$ cat src/rtl/operand_fetch_stage_if.sv
// Signal bundle between the operand fetch stage and the rest of the pipeline:
// IF/ID instruction fields, EX/MEM/WB forwarding sources, RegisterFile ports
// and the ID/EX pipeline register outputs.
interface operand_fetch_stage_if #(
   parameter int DATA_WIDTH      = 32,
   parameter int ADDR_WIDTH      = 5,
   parameter int PC_WIDTH        = 32,
   parameter int STALL_CNT_WIDTH = 16
);
   // IF/ID instruction
   logic                       id_valid;
   logic [ADDR_WIDTH-1:0]      id_rs1;
   logic [ADDR_WIDTH-1:0]      id_rs2;
   logic [ADDR_WIDTH-1:0]      id_rd;
   logic                       id_reg_write;
   logic                       id_mem_read;
   logic [DATA_WIDTH-1:0]      id_imm;
   logic [PC_WIDTH-1:0]        id_pc;
   logic                       flush;

   // forwarding sources
   logic [DATA_WIDTH-1:0]      ex_alu_result;
   logic [ADDR_WIDTH-1:0]      mem_rd;
   logic                       mem_reg_write;
   logic [DATA_WIDTH-1:0]      mem_data;
   logic [ADDR_WIDTH-1:0]      wb_rd;
   logic                       wb_reg_write;
   logic [DATA_WIDTH-1:0]      wb_data;

   // RegisterFile ports
   logic [ADDR_WIDTH-1:0]      read_address0;
   logic [ADDR_WIDTH-1:0]      read_address1;
   logic [DATA_WIDTH-1:0]      read_data0;
   logic [DATA_WIDTH-1:0]      read_data1;
   logic [(2**ADDR_WIDTH)-1:0] write_enable;
   logic [DATA_WIDTH-1:0]      write_data;

   // hazard and ID/EX register
   logic                       stall;
   logic                       ex_valid;
   logic [ADDR_WIDTH-1:0]      ex_rd;
   logic                       ex_reg_write;
   logic                       ex_mem_read;
   logic [DATA_WIDTH-1:0]      ex_rs1_data;
   logic [DATA_WIDTH-1:0]      ex_rs2_data;
   logic [DATA_WIDTH-1:0]      ex_imm;
   logic [PC_WIDTH-1:0]        ex_pc;
   logic [STALL_CNT_WIDTH-1:0] stall_count;

   // the operand fetch stage itself
   modport slave (
      input  id_valid, id_rs1, id_rs2, id_rd, id_reg_write, id_mem_read,
             id_imm, id_pc, flush,
             ex_alu_result, mem_rd, mem_reg_write, mem_data,
             wb_rd, wb_reg_write, wb_data,
             read_data0, read_data1,
      output read_address0, read_address1, write_enable, write_data,
             stall, ex_valid, ex_rd, ex_reg_write, ex_mem_read,
             ex_rs1_data, ex_rs2_data, ex_imm, ex_pc, stall_count
   );

   // surrounding pipeline / RegisterFile
   modport master (
      output id_valid, id_rs1, id_rs2, id_rd, id_reg_write, id_mem_read,
             id_imm, id_pc, flush,
             ex_alu_result, mem_rd, mem_reg_write, mem_data,
             wb_rd, wb_reg_write, wb_data,
             read_data0, read_data1,
      input  read_address0, read_address1, write_enable, write_data,
             stall, ex_valid, ex_rd, ex_reg_write, ex_mem_read,
             ex_rs1_data, ex_rs2_data, ex_imm, ex_pc, stall_count
   );
endinterface

$ cat src/rtl/operand_fetch_stage.sv
// ID-to-EX operand stage around a RegisterFile: drives the read addresses,
// forwards in-flight results (EX > MEM > WB > RF), stalls one cycle on a
// load-use hazard, builds the one-hot write-back enable and registers the
// instruction plus its operands into the ID/EX pipeline register.
module operand_fetch_stage #(
   parameter int DATA_WIDTH      = 32,
   parameter int ADDR_WIDTH      = 5,
   parameter int PC_WIDTH        = 32,
   parameter int STALL_CNT_WIDTH = 16
) (
   input logic                  clk,
   input logic                  reset,
   operand_fetch_stage_if.slave bus
);
   localparam int NUM_REGS = 2**ADDR_WIDTH;

   logic                       ex_valid_q;
   logic [ADDR_WIDTH-1:0]      ex_rd_q;
   logic                       ex_reg_write_q;
   logic                       ex_mem_read_q;
   logic [DATA_WIDTH-1:0]      ex_rs1_data_q;
   logic [DATA_WIDTH-1:0]      ex_rs2_data_q;
   logic [DATA_WIDTH-1:0]      ex_imm_q;
   logic [PC_WIDTH-1:0]        ex_pc_q;
   logic [STALL_CNT_WIDTH-1:0] stall_count_q;

   logic                       ex_fwd_ok;
   logic                       load_use;
   logic                       bubble;
   logic [DATA_WIDTH-1:0]      rs1_fwd;
   logic [DATA_WIDTH-1:0]      rs2_fwd;
   logic [NUM_REGS-1:0]        wr_en;

   assign bus.read_address0 = bus.id_rs1;
   assign bus.read_address1 = bus.id_rs2;
   assign bus.write_data    = bus.wb_data;

   // A load in EX has no data yet, so only non-load EX results may be forwarded.
   assign ex_fwd_ok = ex_valid_q && ex_reg_write_q && !ex_mem_read_q;

   // Load-use check is conservative: both sources are compared whether or not
   // the instruction actually reads them. A flush squashes the consumer, so it
   // suppresses the stall.
   assign load_use = bus.id_valid && !bus.flush && ex_valid_q && ex_mem_read_q &&
                     (ex_rd_q != '0) &&
                     ((ex_rd_q == bus.id_rs1) || (ex_rd_q == bus.id_rs2));

   assign bus.stall = load_use;
   assign bubble    = bus.flush || load_use;

   // rs1 operand: x0 reads as zero, then youngest producer wins
   always_comb begin
      if (bus.id_rs1 == '0)
         rs1_fwd = '0;
      else if (ex_fwd_ok && (ex_rd_q == bus.id_rs1))
         rs1_fwd = bus.ex_alu_result;
      else if (bus.mem_reg_write && (bus.mem_rd == bus.id_rs1))
         rs1_fwd = bus.mem_data;
      else if (bus.wb_reg_write && (bus.wb_rd == bus.id_rs1))
         rs1_fwd = bus.wb_data;
      else
         rs1_fwd = bus.read_data0;
   end

   // rs2 operand: same priority as rs1
   always_comb begin
      if (bus.id_rs2 == '0)
         rs2_fwd = '0;
      else if (ex_fwd_ok && (ex_rd_q == bus.id_rs2))
         rs2_fwd = bus.ex_alu_result;
      else if (bus.mem_reg_write && (bus.mem_rd == bus.id_rs2))
         rs2_fwd = bus.mem_data;
      else if (bus.wb_reg_write && (bus.wb_rd == bus.id_rs2))
         rs2_fwd = bus.wb_data;
      else
         rs2_fwd = bus.read_data1;
   end

   // One-hot RegisterFile write enable; x0 is never written.
   always_comb begin
      wr_en = '0;
      if (bus.wb_reg_write && (bus.wb_rd != '0))
         wr_en[bus.wb_rd] = 1'b1;
   end

   assign bus.write_enable = wr_en;

   // ID/EX pipeline register: bubble on flush or load-use, else capture ID.
   always_ff @(posedge clk or negedge reset) begin
      if (!reset) begin
         ex_valid_q     <= 1'b0;
         ex_rd_q        <= '0;
         ex_reg_write_q <= 1'b0;
         ex_mem_read_q  <= 1'b0;
         ex_rs1_data_q  <= '0;
         ex_rs2_data_q  <= '0;
         ex_imm_q       <= '0;
         ex_pc_q        <= '0;
      end else if (bubble) begin
         ex_valid_q     <= 1'b0;
         ex_rd_q        <= '0;
         ex_reg_write_q <= 1'b0;
         ex_mem_read_q  <= 1'b0;
         ex_rs1_data_q  <= '0;
         ex_rs2_data_q  <= '0;
         ex_imm_q       <= '0;
         ex_pc_q        <= '0;
      end else begin
         ex_valid_q     <= bus.id_valid;
         ex_rd_q        <= bus.id_rd;
         ex_reg_write_q <= bus.id_valid && bus.id_reg_write;
         ex_mem_read_q  <= bus.id_valid && bus.id_mem_read;
         ex_rs1_data_q  <= rs1_fwd;
         ex_rs2_data_q  <= rs2_fwd;
         ex_imm_q       <= bus.id_imm;
         ex_pc_q        <= bus.id_pc;
      end
   end

   // Saturating count of stalled cycles.
   always_ff @(posedge clk or negedge reset) begin
      if (!reset)
         stall_count_q <= '0;
      else if (load_use && (stall_count_q != '1))
         stall_count_q <= stall_count_q + 1'b1;
   end

   assign bus.ex_valid     = ex_valid_q;
   assign bus.ex_rd        = ex_rd_q;
   assign bus.ex_reg_write = ex_reg_write_q;
   assign bus.ex_mem_read  = ex_mem_read_q;
   assign bus.ex_rs1_data  = ex_rs1_data_q;
   assign bus.ex_rs2_data  = ex_rs2_data_q;
   assign bus.ex_imm       = ex_imm_q;
   assign bus.ex_pc        = ex_pc_q;
   assign bus.stall_count  = stall_count_q;
endmodule
$ cat src/flat_wrapper.sv
// flat-port wrapper written by rule: the top's interface ports become plain ports
module operand_fetch_stage_flat 
#(
   parameter int DATA_WIDTH      = 32,
   parameter int ADDR_WIDTH      = 5,
   parameter int PC_WIDTH        = 32,
   parameter int STALL_CNT_WIDTH = 16
)
  (clk, reset, bus_id_valid, bus_id_rs1, bus_id_rs2, bus_id_rd, bus_id_reg_write, bus_id_mem_read, bus_id_imm, bus_id_pc, bus_flush, bus_ex_alu_result, bus_mem_rd, bus_mem_reg_write, bus_mem_data, bus_wb_rd, bus_wb_reg_write, bus_wb_data, bus_read_data0, bus_read_data1, bus_read_address0, bus_read_address1, bus_write_enable, bus_write_data, bus_stall, bus_ex_valid, bus_ex_rd, bus_ex_reg_write, bus_ex_mem_read, bus_ex_rs1_data, bus_ex_rs2_data, bus_ex_imm, bus_ex_pc, bus_stall_count);
  operand_fetch_stage_if #(.DATA_WIDTH(DATA_WIDTH), .ADDR_WIDTH(ADDR_WIDTH), .PC_WIDTH(PC_WIDTH), .STALL_CNT_WIDTH(STALL_CNT_WIDTH)) bus_i ();
  input logic clk;
  input logic reset;
  input wire logic [$bits(bus_i.id_valid)-1:0] bus_id_valid;
  input wire logic [$bits(bus_i.id_rs1)-1:0] bus_id_rs1;
  input wire logic [$bits(bus_i.id_rs2)-1:0] bus_id_rs2;
  input wire logic [$bits(bus_i.id_rd)-1:0] bus_id_rd;
  input wire logic [$bits(bus_i.id_reg_write)-1:0] bus_id_reg_write;
  input wire logic [$bits(bus_i.id_mem_read)-1:0] bus_id_mem_read;
  input wire logic [$bits(bus_i.id_imm)-1:0] bus_id_imm;
  input wire logic [$bits(bus_i.id_pc)-1:0] bus_id_pc;
  input wire logic [$bits(bus_i.flush)-1:0] bus_flush;
  input wire logic [$bits(bus_i.ex_alu_result)-1:0] bus_ex_alu_result;
  input wire logic [$bits(bus_i.mem_rd)-1:0] bus_mem_rd;
  input wire logic [$bits(bus_i.mem_reg_write)-1:0] bus_mem_reg_write;
  input wire logic [$bits(bus_i.mem_data)-1:0] bus_mem_data;
  input wire logic [$bits(bus_i.wb_rd)-1:0] bus_wb_rd;
  input wire logic [$bits(bus_i.wb_reg_write)-1:0] bus_wb_reg_write;
  input wire logic [$bits(bus_i.wb_data)-1:0] bus_wb_data;
  input wire logic [$bits(bus_i.read_data0)-1:0] bus_read_data0;
  input wire logic [$bits(bus_i.read_data1)-1:0] bus_read_data1;
  output wire logic [$bits(bus_i.read_address0)-1:0] bus_read_address0;
  output wire logic [$bits(bus_i.read_address1)-1:0] bus_read_address1;
  output wire logic [$bits(bus_i.write_enable)-1:0] bus_write_enable;
  output wire logic [$bits(bus_i.write_data)-1:0] bus_write_data;
  output wire logic [$bits(bus_i.stall)-1:0] bus_stall;
  output wire logic [$bits(bus_i.ex_valid)-1:0] bus_ex_valid;
  output wire logic [$bits(bus_i.ex_rd)-1:0] bus_ex_rd;
  output wire logic [$bits(bus_i.ex_reg_write)-1:0] bus_ex_reg_write;
  output wire logic [$bits(bus_i.ex_mem_read)-1:0] bus_ex_mem_read;
  output wire logic [$bits(bus_i.ex_rs1_data)-1:0] bus_ex_rs1_data;
  output wire logic [$bits(bus_i.ex_rs2_data)-1:0] bus_ex_rs2_data;
  output wire logic [$bits(bus_i.ex_imm)-1:0] bus_ex_imm;
  output wire logic [$bits(bus_i.ex_pc)-1:0] bus_ex_pc;
  output wire logic [$bits(bus_i.stall_count)-1:0] bus_stall_count;
  assign bus_i.id_valid = bus_id_valid;
  assign bus_i.id_rs1 = bus_id_rs1;
  assign bus_i.id_rs2 = bus_id_rs2;
  assign bus_i.id_rd = bus_id_rd;
  assign bus_i.id_reg_write = bus_id_reg_write;
  assign bus_i.id_mem_read = bus_id_mem_read;
  assign bus_i.id_imm = bus_id_imm;
  assign bus_i.id_pc = bus_id_pc;
  assign bus_i.flush = bus_flush;
  assign bus_i.ex_alu_result = bus_ex_alu_result;
  assign bus_i.mem_rd = bus_mem_rd;
  assign bus_i.mem_reg_write = bus_mem_reg_write;
  assign bus_i.mem_data = bus_mem_data;
  assign bus_i.wb_rd = bus_wb_rd;
  assign bus_i.wb_reg_write = bus_wb_reg_write;
  assign bus_i.wb_data = bus_wb_data;
  assign bus_i.read_data0 = bus_read_data0;
  assign bus_i.read_data1 = bus_read_data1;
  assign bus_read_address0 = bus_i.read_address0;
  assign bus_read_address1 = bus_i.read_address1;
  assign bus_write_enable = bus_i.write_enable;
  assign bus_write_data = bus_i.write_data;
  assign bus_stall = bus_i.stall;
  assign bus_ex_valid = bus_i.ex_valid;
  assign bus_ex_rd = bus_i.ex_rd;
  assign bus_ex_reg_write = bus_i.ex_reg_write;
  assign bus_ex_mem_read = bus_i.ex_mem_read;
  assign bus_ex_rs1_data = bus_i.ex_rs1_data;
  assign bus_ex_rs2_data = bus_i.ex_rs2_data;
  assign bus_ex_imm = bus_i.ex_imm;
  assign bus_ex_pc = bus_i.ex_pc;
  assign bus_stall_count = bus_i.stall_count;
  operand_fetch_stage #(.DATA_WIDTH(DATA_WIDTH), .ADDR_WIDTH(ADDR_WIDTH), .PC_WIDTH(PC_WIDTH), .STALL_CNT_WIDTH(STALL_CNT_WIDTH)) u_core (.clk(clk), .reset(reset), .bus(bus_i));
endmodule
$ cat config.mk
export PLATFORM = sky130hd
export DESIGN_NAME = operand_fetch_stage_flat
export DESIGN_NICKNAME = d
export VERILOG_FILES = /design/src/rtl/operand_fetch_stage_if.sv /design/src/rtl/operand_fetch_stage.sv /design/src/flat_wrapper.sv
export SDC_FILE = /design/constraint.sdc
export NUM_CORES = 1
export LEC_CHECK = 0
export BUFFER_PORTS_ARGS = -buffer_cell sky130_fd_sc_hd__buf_2
export CAP_MARGIN = 15
export CORE_AREA = 2 2 190 192
export CTS_BUF_LIST = sky130_fd_sc_hd__clkbuf_8
export CTS_CLUSTER_SIZE = 24
export DETAILED_ROUTE_END_ITERATION = 16
export DIE_AREA = 0 0 192 194
export PLACE_DENSITY_LB_ADDON = 0.3
export REMOVE_ABC_BUFFERS = 1
export SYNTH_ARGS = -nofsm -noshare
export SYNTH_HDL_FRONTEND = slang
export SYNTH_SLANG_ARGS = --single-unit
$ cat constraint.sdc
create_clock -name clk -period 2.45 [get_ports clk]
set_input_delay 0.1225 -clock clk [delete_from_list [all_inputs] [get_ports clk]]
set_output_delay 0.1225 -clock clk [all_outputs]
set_load 0.01 [all_outputs]
==> reports/metrics.csv <==
metric,value,unit
status,completed,
grt total ovfl,0,
NetSw,0.00192,W
Post-Synthesis Cells,880,
final setup violation count,0,
Layout area overhead,59.8,%
setup slack at placement,0.149,ns
initial DRC count,409,
nets,1730,
#FFs+latches synth,152,
"Max FO, Critical Path",64,
Pwr Density,466,mW/mm²
FF-to-FF End,u_core.bus.ex_rs1_data[31]$_DFF_PN0_,
setup ws final,0.209,ns
GPL Wtd Cong,0.854,
TNS Setup,0,ns
1st-pass router iterations,5,
fmax,446,MHz
Netlist cell types,42,
Cells on Worst Hold Path,4,
CTS sink count,152,
final WL,35200,µm
vias per inst,4.59,
core area,0.0352,mm²
die height,194,µm
Max clock buf depth,2,
switching share of power,31.5,%
Ys Warns,0,
CTS HTree Levels,4,
Initial Utilization,23.2,%
RR Startpoint,u_core.bus.ex_rd[4]$_DFF_PN0_,
minimum clock period,2.24,ns
Worst Skew,0.0168,ns
Util after Layout,37.1,%
Critical Path Sink Type,flop,
Wirelength per Cell,18.1,µm
Startpoint Class,flop,
DIE WIDTH,192,µm
Total Die Area,0.0372,mm²
Critical Path AT,2.61,ns
R2R depth,7,
RSZ-0062 raised after global routing,no,
total CTS buffers,17,
HPWL after DPL,25000,µm
hold path start,bus_mem_data[4],
sequential area share after synthesis,46.5,%
CP startpoint,u_core.bus.ex_rd[4]$_DFF_PN0_,
DRC violations left,0,
WP data required,2.82,ns
Ports,484,
Worst-path clk slew,0.10,ns
syn avg cell area,9.29,µm²
Synth Cell Area,0.00817,mm²
Clk pwr share,34.8,%
vias in the first global route,9185,
HP Class,in -> reg,
total global-route track usage,18.4,%
Final ANT Viol Nets,0,
sequential power share,44.1,%
Root Buffer,clkbuf_8,
final hold violation count,0,
I/O Buffers,482,
Slew HR,56.5,%
Reg2Reg Setup Slack,0.21,ns
dominant cells by area after synthesis,"dfrtp_1 (47%), nand2_1 (9.1%), a311o_1 (7.8%)",
fillcell total,3626,
Max-Cap Viols,0,
Hold EP,u_core.bus.ex_rs2_data[4]$_DFF_PN0_,
num rows,69,
Leakage Power,6.65,nW
TritonCTS clock tree,yes,
worst-margin pin slew,0.652,ns
part of the power in combinational logic,21.1,%
fin crit share,91.5,%
Setup CP Type,reg -> reg,
Pint,0.00416,W
Synth area leader,dfrtp_1,
top-area cell type share of the netlist area,46.5,%
worst ir drop on vdd,0.000364,V
final max-slew violation count,0,
ratio of cells with drive above 1 in the final layout,42.4,%
first-pass GRT wire length,52600,µm
Worst-Skew Late Latency,0.49,ns
initial antenna violation count,2,
via count,8939,
largest net degree at the start of global routing,73,
[worst max path at each step]
stage                                            to  slack [ns]  cells past startpoint
4_1_cts                                   bus_stall        0.04                      7
3_3_place_gp   u_core.bus.ex_rs2_data[12]$_DFF_PN0_        0.14                      7
2_1_floorplan   u_core.bus.ex_rs1_data[0]$_DFF_PN0_       -1.18                      6
5_1_grt                                   bus_stall        0.08                      7
3_5_place_dp      u_core.bus.ex_reg_write$_DFF_PN0_        0.15                      8
6_report       u_core.bus.ex_rs1_data[31]$_DFF_PN0_        0.21                      7
[registers in the layout, summed over array words and instances (netlist names)]
name / count
u_core.bus.ex_rd: 5
u_core.bus.ex_rs2_data: 32
u_core.bus.stall_count: 16
u_core.bus.ex_imm: 32
u_core.bus.ex_reg_write: 1
u_core.bus.ex_pc: 32
u_core.bus.ex_mem_read: 1
u_core.bus.ex_valid: 1
u_core.bus.ex_rs1_data: 32
[metal layers]
metal  vias up  wire (µm)  global-route usage (%)
met5         -          7                       0
met4         2       1030                    7.61
met3        57       2350                    4.58
met2       386      17700                    31.7
met1      4332      14100                    21.7
li1       4162          -                       -
[power by group through the flow]
stage	Clock (W)	Combinational [W]	Sequential, W
after floorplan	0	0.000337	0.00280
after global placement	0	0.00107	0.00273
after detailed placement	0	0.00107	0.00273
after CTS	0.00221	0.00129	0.00268
after global routing	0.00231	0.00139	0.00270
final	0.00212	0.00128	0.00268
[cell usage after synthesis]
library cell and n:
nor4_2 1, buf_4 43, nor2b_1 4, and4b_1 2, or4_1 2, o21ai_2 1
xor2_1 23, clkinv_1 1, dfrtp_1 152, nor3_1 3, and3_1 78, mux2_2 3
nand4_1 11, o211ai_1 3, ha_1 1, nor4_1 2, buf_6 5, nor2_1 98
a31oi_1 1, clkbuf_1 39, and2_1 3, xor2_2 1, and2b_1 1, nor4_4 1
nor3_2 1, or2_2 1, a21oi_1 5, buf_1 3, inv_1 1, a21oi_2 60
conb_1 1, xnor2_1 18, nand2_1 199, and4_1 2, buf_12 3, buf_8 3
a311o_1 64, nand4b_1 1, nand3_1 16, a41oi_1 1, buf_2 18, nand2b_1 4
[cell families after synthesis]
kind of cell | synth area share [%]
multiplexers | 0.413
AND/OR/NAND/NOR | 24.1
flip-flops | 46.5
adder cells (fa/ha/maj) | 0.153
XOR/XNOR | 4.59
AO/OA/AOI/OAI | 15.1
buffers and inverters | 9.05
other | 0.0459
[critical path, stage by stage (launching register included)]
cell     delay, ns
dfrtp_1       0.46
xnor2_1       0.22
nand3_1       0.14
nor3_2        0.35
and4b_2       0.31
buf_12        0.25
a311o_1       0.22
a21oi_1       0.08
[per-stage QoR]
step                total power, W  hold WS [ns]  instances  instance area [µm²]
global route               0.00639        0.0116       1947                13100
detailed placement         0.00380         0.188       1743                10900
floorplan                  0.00313        -0.173        766                 7440
global placement           0.00380         0.181       1743                10900
CTS                        0.00618      0.000215       1944                13000
finish                     0.00608        0.0460       1947                13100
[what timing repair did]
action	in CTS	in global routing
endpoints found under the hold margin	202	0
hold buffers	169	0
resized for setup	2	0
endpoints found under the setup margin	1	1
setup buffers	0	2
[area by class of cell]
class,instances,area (µm²),area share (%)
antenna,1,2.50,0.0192
clock buffer,17,234,1.79
clock inverter,15,199,1.52
inverter,2,11.3,0.0862
multi-input combinational,612,3670,28.1
sequential,152,3800,29.1
tap,461,577,4.42
timing repair buffer,687,4570,35.0
[layout by cell type (no fill, tap or decap), types with 3 or more instances in the layout]
cell type      Yosys  routed
xor2_1            23      23
a21oi_2           60      60
nand3_2            0       4
clkbuf_8           0      17
and2_1             3       3
a311o_1           64      64
nand2b_1           4       4
clkinv_8           0       5
nor2b_1            4       4
xnor2_1           18      18
buf_12             3      15
and3_1            78      76
dfrtp_1          152     152
o211ai_1           3       3
a21oi_1            5       5
dlygate4sd3_1      0     169
inv_8              0       4
buf_4             43      21
nand4_1           11      11
mux2_2             3       3
inv_6              0       3
nand2_1          199     199
buf_2             18     481
nor2_1            98      98
nand3_1           16      12
(Power assumes the default switching activity.)
